[config.mk]
export PLATFORM = sky130hd
export DESIGN_NAME = qkd_buf_writer
export DESIGN_NICKNAME = d
export VERILOG_FILES = /design/src/rtl/qkd_pkg.sv /design/src/rtl/qkd_sym_packer.sv /design/src/rtl/qkd_buf_writer.sv
export SDC_FILE = /design/constraint.sdc
export NUM_CORES = 1
export LEC_CHECK = 0
export BUFFER_PORTS_ARGS = -buffer_cell sky130_fd_sc_hd__buf_2
export CORE_ASPECT_RATIO = 0.75
export CORE_MARGIN = 3
export CORE_UTILIZATION = 43
export CTS_CLUSTER_SIZE = 30
export DETAILED_ROUTE_END_ITERATION = 7
export PLACE_DENSITY = 0.75
export REMOVE_ABC_BUFFERS = 1
export SLEW_MARGIN = 20
export SYNTH_ARGS = -nofsm -noshare
export SYNTH_HDL_FRONTEND = slang
export SYNTH_HIERARCHICAL = 1
export SYNTH_SLANG_ARGS = --single-unit
[constraint.sdc]
create_clock -name clk_clk -period 8.55 [get_ports clk_clk]
set_clock_uncertainty 0.2 [all_clocks]
set_input_delay 1.2825 -clock clk_clk [delete_from_list [all_inputs] [get_ports clk_clk]]
set_output_delay 1.2825 -clock clk_clk [all_outputs]
set_load 0.02 [all_outputs]
[src/rtl/qkd_pkg.sv]
// rtl/qkd_pkg.sv - shared types and constants for the QKD buffer writer
// Symbol layout {basis, value}, packing geometry, length width and the bank FSM states.
package qkd_pkg;

    localparam int SYMS_PER_WORD = 8;
    localparam int WORD_W        = 16;
    localparam int SYM_W         = 2;
    localparam int CNT_W         = 3;
    localparam int LEN_W         = 12;

    typedef struct packed {
        logic basis;
        logic value;
    } qkd_sym_t;

    typedef enum logic {
        ST_FILL  = 1'b0,
        ST_STALL = 1'b1
    } qkd_state_e;

endpackage

[src/rtl/qkd_sym_packer.sv]
// rtl/qkd_sym_packer.sv - packs 2-bit detector symbols into 16-bit words
// Ports:
//   clk_i, rst_ni      clock, asynchronous active-low reset
//   accept_i, sym_i    symbol handshake already qualified by the top
//   flush_i            close the current word early (zero-padded)
//   pending_o          at least one symbol held in the pack register
//   word_valid_o       one-cycle pulse, word_o is ready to be written
//   word_last_o        the word was produced by a flush (bank must close)
//   word_o             packed word, symbol k in bits [2k+1:2k]
module qkd_sym_packer
    import qkd_pkg::*;
(
    input  logic              clk_i,
    input  logic              rst_ni,
    input  logic              accept_i,
    input  qkd_sym_t          sym_i,
    input  logic              flush_i,
    output logic              pending_o,
    output logic              word_valid_o,
    output logic              word_last_o,
    output logic [WORD_W-1:0] word_o
);

    logic [WORD_W-1:0] sreg_q, sreg_d;
    logic [CNT_W-1:0]  cnt_q;
    logic [WORD_W-1:0] word_q;
    logic              valid_q, last_q;
    logic              fire;

    // A symbol accepted in the same cycle as a flush is merged in before the word is emitted.
    always_comb begin
        sreg_d = sreg_q;
        for (int k = 0; k < SYMS_PER_WORD; k++) begin
            if (accept_i && cnt_q == CNT_W'(k)) begin
                sreg_d[2*k +: SYM_W] = sym_i;
            end
        end
        fire = (accept_i && cnt_q == CNT_W'(SYMS_PER_WORD-1))
             || (flush_i && (accept_i || cnt_q != '0));
    end

    always_ff @(posedge clk_i or negedge rst_ni) begin
        if (!rst_ni) begin
            sreg_q  <= '0;
            cnt_q   <= '0;
            word_q  <= '0;
            valid_q <= 1'b0;
            last_q  <= 1'b0;
        end else begin
            valid_q <= fire;
            last_q  <= fire && flush_i;
            if (fire) begin
                word_q <= sreg_d;
                sreg_q <= '0;
                cnt_q  <= '0;
            end else if (accept_i) begin
                sreg_q <= sreg_d;
                cnt_q  <= cnt_q + 1'b1;
            end
        end
    end

    assign pending_o    = (cnt_q != '0);
    assign word_valid_o = valid_q;
    assign word_last_o  = last_q;
    assign word_o       = word_q;

endmodule

[src/rtl/qkd_buf_writer.sv]
// rtl/qkd_buf_writer.sv - double-banked detector symbol buffer writer
// Optional feature macro: QKD_BUF_OVF_CNT_EN (dropped-offer counter; ovf_cnt tied to 0 otherwise).
// Ports:
//   clk_clk, reset_reset_n             clock, asynchronous active-low reset
//   det_valid/det_sym/det_ready        detector symbol stream
//   flush                              close the active bank early
//   bank_release, bank_full            host handshake per bank
//   bank_len0, bank_len1               word count of each closed bank
//   mem1_*, mem2_*                     bank 0 / bank 1 write ports
//   ovf_cnt                            symbols offered while not ready
module qkd_buf_writer
    import qkd_pkg::*;
#(
    parameter int DEPTH  = 2048,
    parameter int ADDR_W = 11
) (
    input  logic              clk_clk,
    input  logic              reset_reset_n,
    input  logic              det_valid,
    input  logic [1:0]        det_sym,
    output logic              det_ready,
    input  logic              flush,
    input  logic [1:0]        bank_release,
    output logic [1:0]        bank_full,
    output logic [LEN_W-1:0]  bank_len0,
    output logic [LEN_W-1:0]  bank_len1,
    output logic [ADDR_W-1:0] mem1_address,
    output logic [WORD_W-1:0] mem1_writedata,
    output logic              mem1_write,
    output logic              mem1_chipselect,
    output logic              mem1_clken,
    output logic [1:0]        mem1_byteenable,
    output logic [ADDR_W-1:0] mem2_address,
    output logic [WORD_W-1:0] mem2_writedata,
    output logic              mem2_write,
    output logic              mem2_chipselect,
    output logic              mem2_clken,
    output logic [1:0]        mem2_byteenable,
    output logic [15:0]       ovf_cnt
);

    qkd_state_e        state_q, state_d;
    logic              ready_q, ready_d;
    logic              active_q, active_d;
    logic [ADDR_W-1:0] addr_q, addr_d;
    logic [1:0]        full_q, full_d;
    logic [LEN_W-1:0]  len0_q, len0_d, len1_q, len1_d;
    logic [LEN_W-1:0]  close_len;

    logic              accept, wr, pk_last, pk_pending;
    logic [WORD_W-1:0] pk_word;
    logic              closing_now, flush_ok, flush_empty, close;

    assign accept = det_valid && ready_q;

    // A bank already closing this cycle has met the purpose of a flush, so the flush is dropped.
    assign closing_now = wr && (pk_last || addr_q == ADDR_W'(DEPTH-1));
    assign flush_ok    = flush && (state_q == ST_FILL) && !closing_now;
    assign flush_empty = flush_ok && !accept && !pk_pending;
    // An empty flush still closes when a word is being written this cycle (that word counts).
    assign close       = closing_now || (flush_empty && (wr || addr_q != '0));
    assign close_len   = LEN_W'(addr_q) + LEN_W'(wr);

    qkd_sym_packer u_packer (
        .clk_i        (clk_clk),
        .rst_ni       (reset_reset_n),
        .accept_i     (accept),
        .sym_i        (qkd_sym_t'(det_sym)),
        .flush_i      (flush_ok),
        .pending_o    (pk_pending),
        .word_valid_o (wr),
        .word_last_o  (pk_last),
        .word_o       (pk_word)
    );

    always_comb begin
        addr_d   = addr_q;
        active_d = active_q;
        len0_d   = len0_q;
        len1_d   = len1_q;
        // Releases apply first so that a set of the same bank in this cycle wins.
        full_d   = full_q & ~bank_release;
        if (close) begin
            addr_d           = '0;
            active_d         = ~active_q;
            full_d[active_q] = 1'b1;
            if (active_q) len1_d = close_len;
            else          len0_d = close_len;
        end else if (wr) begin
            addr_d = addr_q + 1'b1;
        end
        state_d = full_d[active_d] ? ST_STALL : ST_FILL;
        ready_d = (state_d == ST_FILL);
    end

    always_ff @(posedge clk_clk or negedge reset_reset_n) begin
        if (!reset_reset_n) begin
            state_q  <= ST_FILL;
            ready_q  <= 1'b0;
            active_q <= 1'b0;
            addr_q   <= '0;
            full_q   <= '0;
            len0_q   <= '0;
            len1_q   <= '0;
        end else begin
            state_q  <= state_d;
            ready_q  <= ready_d;
            active_q <= active_d;
            addr_q   <= addr_d;
            full_q   <= full_d;
            len0_q   <= len0_d;
            len1_q   <= len1_d;
        end
    end

    assign det_ready = ready_q;
    assign bank_full = full_q;
    assign bank_len0 = len0_q;
    assign bank_len1 = len1_q;

    assign mem1_write      = wr && !active_q;
    assign mem1_chipselect = mem1_write;
    assign mem1_clken      = mem1_write;
    assign mem1_byteenable = {2{mem1_write}};
    assign mem1_address    = active_q ? '0 : addr_q;
    assign mem1_writedata  = mem1_write ? pk_word : '0;

    assign mem2_write      = wr && active_q;
    assign mem2_chipselect = mem2_write;
    assign mem2_clken      = mem2_write;
    assign mem2_byteenable = {2{mem2_write}};
    assign mem2_address    = active_q ? addr_q : '0;
    assign mem2_writedata  = mem2_write ? pk_word : '0;

`ifdef QKD_BUF_OVF_CNT_EN
    logic [15:0] ovf_q;

    always_ff @(posedge clk_clk or negedge reset_reset_n) begin
        if (!reset_reset_n) begin
            ovf_q <= '0;
        end else if (det_valid && !ready_q && ovf_q != 16'hFFFF) begin
            ovf_q <= ovf_q + 16'd1;
        end
    end

    assign ovf_cnt = ovf_q;
`else
    assign ovf_cnt = '0;
`endif

endmodule

**Word-level counts from Yosys, hierarchy flattened**

Index checks and enable logic that the tools add are counted.

- Memory bits (writable): 0
- Flip-flop bits (word level): 77
- ROM bits: 0
- Logic and storage cells: 93
- Input bits: 8
- Memories: 0
- Bits in latches: 0
- Output and inout port bits: 107

- Shifts and indexed selects: 0
- Muxes and demuxes: 25
- Magnitude comparators: 3
- Equality and inequality tests: 8
- Div/mod/pow operators: 0
- Bitwise gates (word level): 6
- $add $sub $neg: 3
- Reduce and logical (&&, ||, !) cells: 36
- Multiply operators: 0

Operator list:

| cell | number |
|---|---|
| 16-bit two-way mux | 4 |
| 11-bit two-way mux | 4 |
| 1-bit logical AND | 20 |
| 2-bit two-way mux | 9 |
| 11-bit by 1-bit adder with 12-bit output | 1 |
| 3-bit == test (second input constant) | 4 |
| 11-bit by 1-bit adder with 11-bit output (second input constant) | 1 |
| 11-bit == test (second input constant) | 1 |
| 11-bit nonzero test | 1 |
| 3-bit by 2-bit == test with 1-bit output (second input constant) | 2 |
| 3-bit two-way mux | 2 |
| 1-bit logical OR | 5 |
| 1-bit two-way mux | 5 |
| 1-bit zero test | 4 |
| 1-bit by 2-bit < comparator with 1-bit output (second input constant) | 2 |
| 2-bit AND reduction | 2 |
| 2-bit nonzero test | 2 |
| 3-bit by 1-bit adder with 3-bit output (second input constant) | 1 |
| 3-bit by 1-bit == test with 1-bit output (second input constant) | 1 |
| 3-bit zero test | 1 |
| 1-bit inverter | 3 |
| 3-bit nonzero test | 1 |
| 2-bit AND | 1 |
| 2-bit inverter | 1 |
| 3 further kinds | 3 |

**Logic depth before layout (Yosys ltp)**

- Depth in word-level cells: 14
- Depth in mapped cells: 11
- Mapped depth without buffers: 8

**Cells and area by module**

The synthesis kept the hierarchy.

Modules (own cells, without submodules):

| module | seq. area each (µm²) | area each (µm²) | cells an instance | instances |
|---|---|---|---|---|
| qkd_buf_writer | 1,001.0 | 2,518.7 | 284 | 1 |
| qkd_sym_packer | 925.9 | 1,687.9 | 149 | 1 |

**Least setup slack after synthesis**

OpenSTA, ideal clock, no wires.

- Path kind: input to register
- Start: input det_valid
- End: register len1_q[0], in the netlist bank_len1[0]
- Data required time: 8.225 ns
- Path slack: 5.186 ns
- Stages: 7
- Arrival time: 3.039 ns
- Path buffers: 2
- Setup time: 0.125 ns
- Path through: and2_1 -> or3_1 -> o21bai_4 -> buf_2 -> ha_1 -> clkbuf_1 -> mux2_2

- Longest elaborated chain between the ends: 7

Ends and longest elaborated chain:

| element | line | text |
|---|---|---|
| start: declaration | qkd_buf_writer.sv:19 | `input logic det_valid,` |
| 1-bit logical AND | qkd_buf_writer.sv:54 | `assign accept = det_valid && ready_q;` |
| 1-bit zero test | qkd_buf_writer.sv:59 | `assign flush_empty = flush_ok && !accept && !pk_pending;` |
| 1-bit logical AND (2 in series) | qkd_buf_writer.sv:59 |  |
| 1-bit logical AND | qkd_buf_writer.sv:61 | `assign close = closing_now \|\| (flush_empty && (wr \|\| addr_q != '0));` |
| 1-bit logical OR | qkd_buf_writer.sv:61 |  |
| 2-bit AND reduction (no source line) | n/a |  |
| end signal: assignment | qkd_buf_writer.sv:112 | `len1_q <= len1_d;` |
| end: declaration | qkd_buf_writer.sv:47 | `logic [LEN_W-1:0] len0_q, len0_d, len1_q, len1_d;` |

Every way passes these cells.
A chain may end at the register's enable or synchronous reset.

**Final worst setup path**

- Start: input det_valid
- End: register len1_q[1], in the netlist bank_len1[1]

- Longest elaborated chain between the ends: 7

Ends and longest elaborated chain:

| element | line | text |
|---|---|---|
| 1-bit logical AND | qkd_buf_writer.sv:54 |  |
| net accept | qkd_buf_writer.sv:50 | `logic accept, wr, pk_last, pk_pending;` |
| 1-bit zero test | qkd_buf_writer.sv:59 |  |
| 1-bit logical AND (2 in series) | qkd_buf_writer.sv:59 |  |
| 1-bit logical AND | qkd_buf_writer.sv:61 |  |
| 1-bit logical OR | qkd_buf_writer.sv:61 |  |
| 2-bit AND reduction (no source line) | n/a |  |

The timed path passes the listed nets, and every way through them passes these cells.

==> reports/metrics.cfg <==
[floorplanning]
num_rows = 30
dieArea_um2 = 11000
core_area_um2 = 9270
start_util_pct = 45.4
fp.dieW_um = 120
io_pins = 115
die_h_um = 91.7

[synth]
syn_inst = 433
ys_types = 43
postSynthAreaPerCell_um2 = 9.71
synth_compound_area_share_pct = 11.5
synth_area_um2 = 4210
synth_edf_count = 0
yosys.area.top_type_share_pct = 45.8
synth_top_family_by_area = simple AND/OR/NAND/NOR gates
synth_simple_gate_area_share_pct = 19.4
synthMuxAreaShare_pct = 6.19
ys_warn_count = 6
synth_ff_type = dfrtp_1
synth_xor_area_share_pct = 3.75
ys_async_sr_fraction_pct = 100
synth_area_leaders = dfrtp_1, and3_1, buf_4
ys_ff_latch = 77
yosys.area.top_type = dfrtp_1
yosysSeqAreaShare_pct = 45.8
synth-adder-area-share_pct = 3.87

[power]
totalPowerFinal_uw = 1570
vdd_drop_max_mv = 0.232
comb_power_share_pct = 42.8
sw_frac_of_total_pct = 43.3
seq_power_share_pct = 35.4
power.density_nw_per_um2 = 323
p_leak_uw = 0.00263
power.switching_uw = 680
clockPowerShare_pct = 21.8
p_int_uw = 890

[setup_path]
crit_path_end_kind = flip-flop
start_kind = input port
crit_slowest_cell = ha_1
critPathMaxFanout = 21
slowest_delay_ns = 0.72
arrival_ns = 3.59
path_cells = buf_2 -> and2_1 -> or3_1 -> o21bai_4 -> ha_1 -> mux2_2
worst_ep_required_time_ns = 8.56
crit_type = input port to flip-flop

[grt]
track_usage_pct = 18.3
overflow = 0
grt_first_pass_wirelength_mm = 16.4
grt_max_degree = 78
grt_pass1_vias = 3283
antenna_found_initial = 0

[finish]
fin_area_um2 = 4860
final_cells = 636
final_core_util_pct = 52.4
area_delta_synth_final_pct = 15.4
nets = 524
diodes = 0
drive_gt1_share_pct = 25.8

[clocking]
root_buffer = clkbuf_16
clock_latency_ns = 0.33
path_clk_slew_ns = 0.06
cts-hold-fix-buffers = 0
postCtsSetupRepairBufs = 0
htreeDepth = 3
cts.sink_count = 77
cts_tree = yes
post_cts_resized = 0
cts_buffer_depth = 2
cts_made_buffers = 9

[sta]
worst_pin_slew_ns = 0.953
relSlewSlack_pct = 36.5
hold_violations = 0
fmax_mhz = 280
period_minus_slack_ns = 3.57
setup_tns_ns = 0
setup_viol = 0
post-route-period-util_pct = 41.8
maxSlewViolCount = 0
rsz0062_at_grt = false

[routing]
drc_errors = 0
routed_via_density = 5.07
vias = 3222
routed_wl_mm = 9.72
antenna_left = 0
drt_iter0_markers = 221
route.detailed.wl_per_inst_um = 15.3
first_pass_iters = 4

[place]
hpwl_mm = 6.94
postPlaceCellArea_um2 = 4590
port_buffers = 98
gp_congestion = 0.831
dp.cells = 620

[job]
max_cap_viol_count = 0

[hold_path]
hp-class = flip-flop to flip-flop

[status]
status = completed

[cell type report]
class | instances | area, um^2
fillers | 888 | 4420
flip-flops and latches | 77 | 1930
clock inverters | 5 | 36.3
clock buffers | 11 | 233
inverters | 12 | 45.0
well taps | 128 | 160
multi-input cells | 302 | 1940
repair buffers | 101 | 515
[flip-flops by register name (all words and copies together) (netlist names)]
name	flops
u_packer/word_valid_o	1
det_ready	1
u_packer/word_last_o	1
bank_full	2
active_q	1
u_packer/word_o	16
bank_len0	12
state_q	1
addr_q	11
u_packer/sreg_q	16
bank_len1	12
u_packer/cnt_q	3
[power by group through the flow]
| stage | combinational [uW] | clock (uW) | sequential (uW) |
|---|---|---|---|
| 2_1_floorplan | 358 | 0 | 636 |
| 3_3_place_gp | 650 | 0 | 557 |
| 3_5_place_dp | 677 | 0 | 563 |
| 4_1_cts | 681 | 351 | 557 |
| 5_1_grt | 744 | 369 | 574 |
| 6_report | 672 | 342 | 556 |
[path summary, 6_finish.rpt]
| path | startpoint | to | slack [ns] | depth (start not counted) |
|---|---|---|---|---|
| max in group asynchronous | reset_reset_n | addr_q[3]$_DFFE_PN0P_ | 6.64 | 1 |
| setup / recovery | det_valid | bank_len1[1]$_DFFE_PN0P_ | 4.98 | 6 |
| setup reg to reg | u_packer/cnt_q[0]$_DFFE_PN0P_ | bank_len1[1]$_DFFE_PN0P_ | 5.43 | 7 |
| hold / removal | u_packer/sreg_q[15]$_DFFE_PN0P_ | u_packer/sreg_q[15]$_DFFE_PN0P_ | 0.29 | 1 |
| min in group asynchronous | reset_reset_n | u_packer/word_o[6]$_DFFE_PN0P_ | 0.91 | 1 |
| hold reg to reg | u_packer/sreg_q[15]$_DFFE_PN0P_ | u_packer/sreg_q[15]$_DFFE_PN0P_ | 0.29 | 1 |
[logic make-up (layout without fill, tap and decap cells)]
kind of cell	Yosys count	after routing
AO/OA/AOI/OAI	71	71
XOR/XNOR	18	18
adder cells (fa/ha/maj)	13	13
buffers and inverters	69	129
flip-flops	77	77
multiplexers	25	25
other	1	16
AND/OR/NAND/NOR	159	159
[cells in the final DEF (no fill, tap or decap), types with 2 or more instances in the layout]
cell	count
clkbuf_1	2
o21ai_0	17
nand3_1	12
a32o_1	2
nor2b_1	9
mux2_2	8
a22o_2	2
ha_1	13
conb_1	16
inv_1	12
xor2_1	6
and2_1	13
o2bb2ai_1	12
nand2_1	29
clkinvlp_4	3
a21o_1	7
xnor2_1	12
nor3_1	6
nand4_1	4
and3_1	35
dfrtp_1	77
o21a_1	2
o21ai_1	2
clkbuf_16	9
mux2i_1	17
buf_4	4
a21oi_1	21
nor4_1	4
buf_2	97
nor2_1	41
[cells in the mapped netlist (all sizes together), types with 2 or more instances]
master,instances
a22o,3
nand2b,2
nor4,4
xor2,6
nor3,6
nand2,29
buf,40
o2bb2ai,12
nor2,42
mux2i,17
a21o,7
nor2b,9
o41ai,2
dfrtp,77
a21oi,22
mux2,8
and2,13
o21a,2
clkbuf,17
inv,12
nand3,12
a32o,2
xnor2,12
ha,13
nand4,4
o21ai,19
and3,35
[stage by stage]
step | setup slack, ns | hold WS [ns]
3_3_place_gp | 4.72 | 0.269
6_report | 4.98 | 0.291
4_1_cts | 4.98 | 0.292
5_1_grt | 4.84 | 0.312
2_1_floorplan | 4.61 | 0.253
3_5_place_dp | 4.64 | 0.274
[per-layer routing]
layer / vias up / share of wire [%] / global-route usage, %
met4: 0 / 0.92 / 4.15
li1: 1578 / - / -
met5: - / 0 / 0
met1: 1538 / 48 / 26.5
met2: 98 / 45 / 28.1
met3: 8 / 5.7 / 4.32
[critical path, delay by kind of cell]
kind	cells	cell delay [ns]
adders and majority gates	1	0.72
muxes	1	0.41
buffers and inverters	1	0.09
and+or+nand+nor	2	0.70
AOI/OAI and AO/OA	1	0.37
Power figures use the tool's default switching activity.
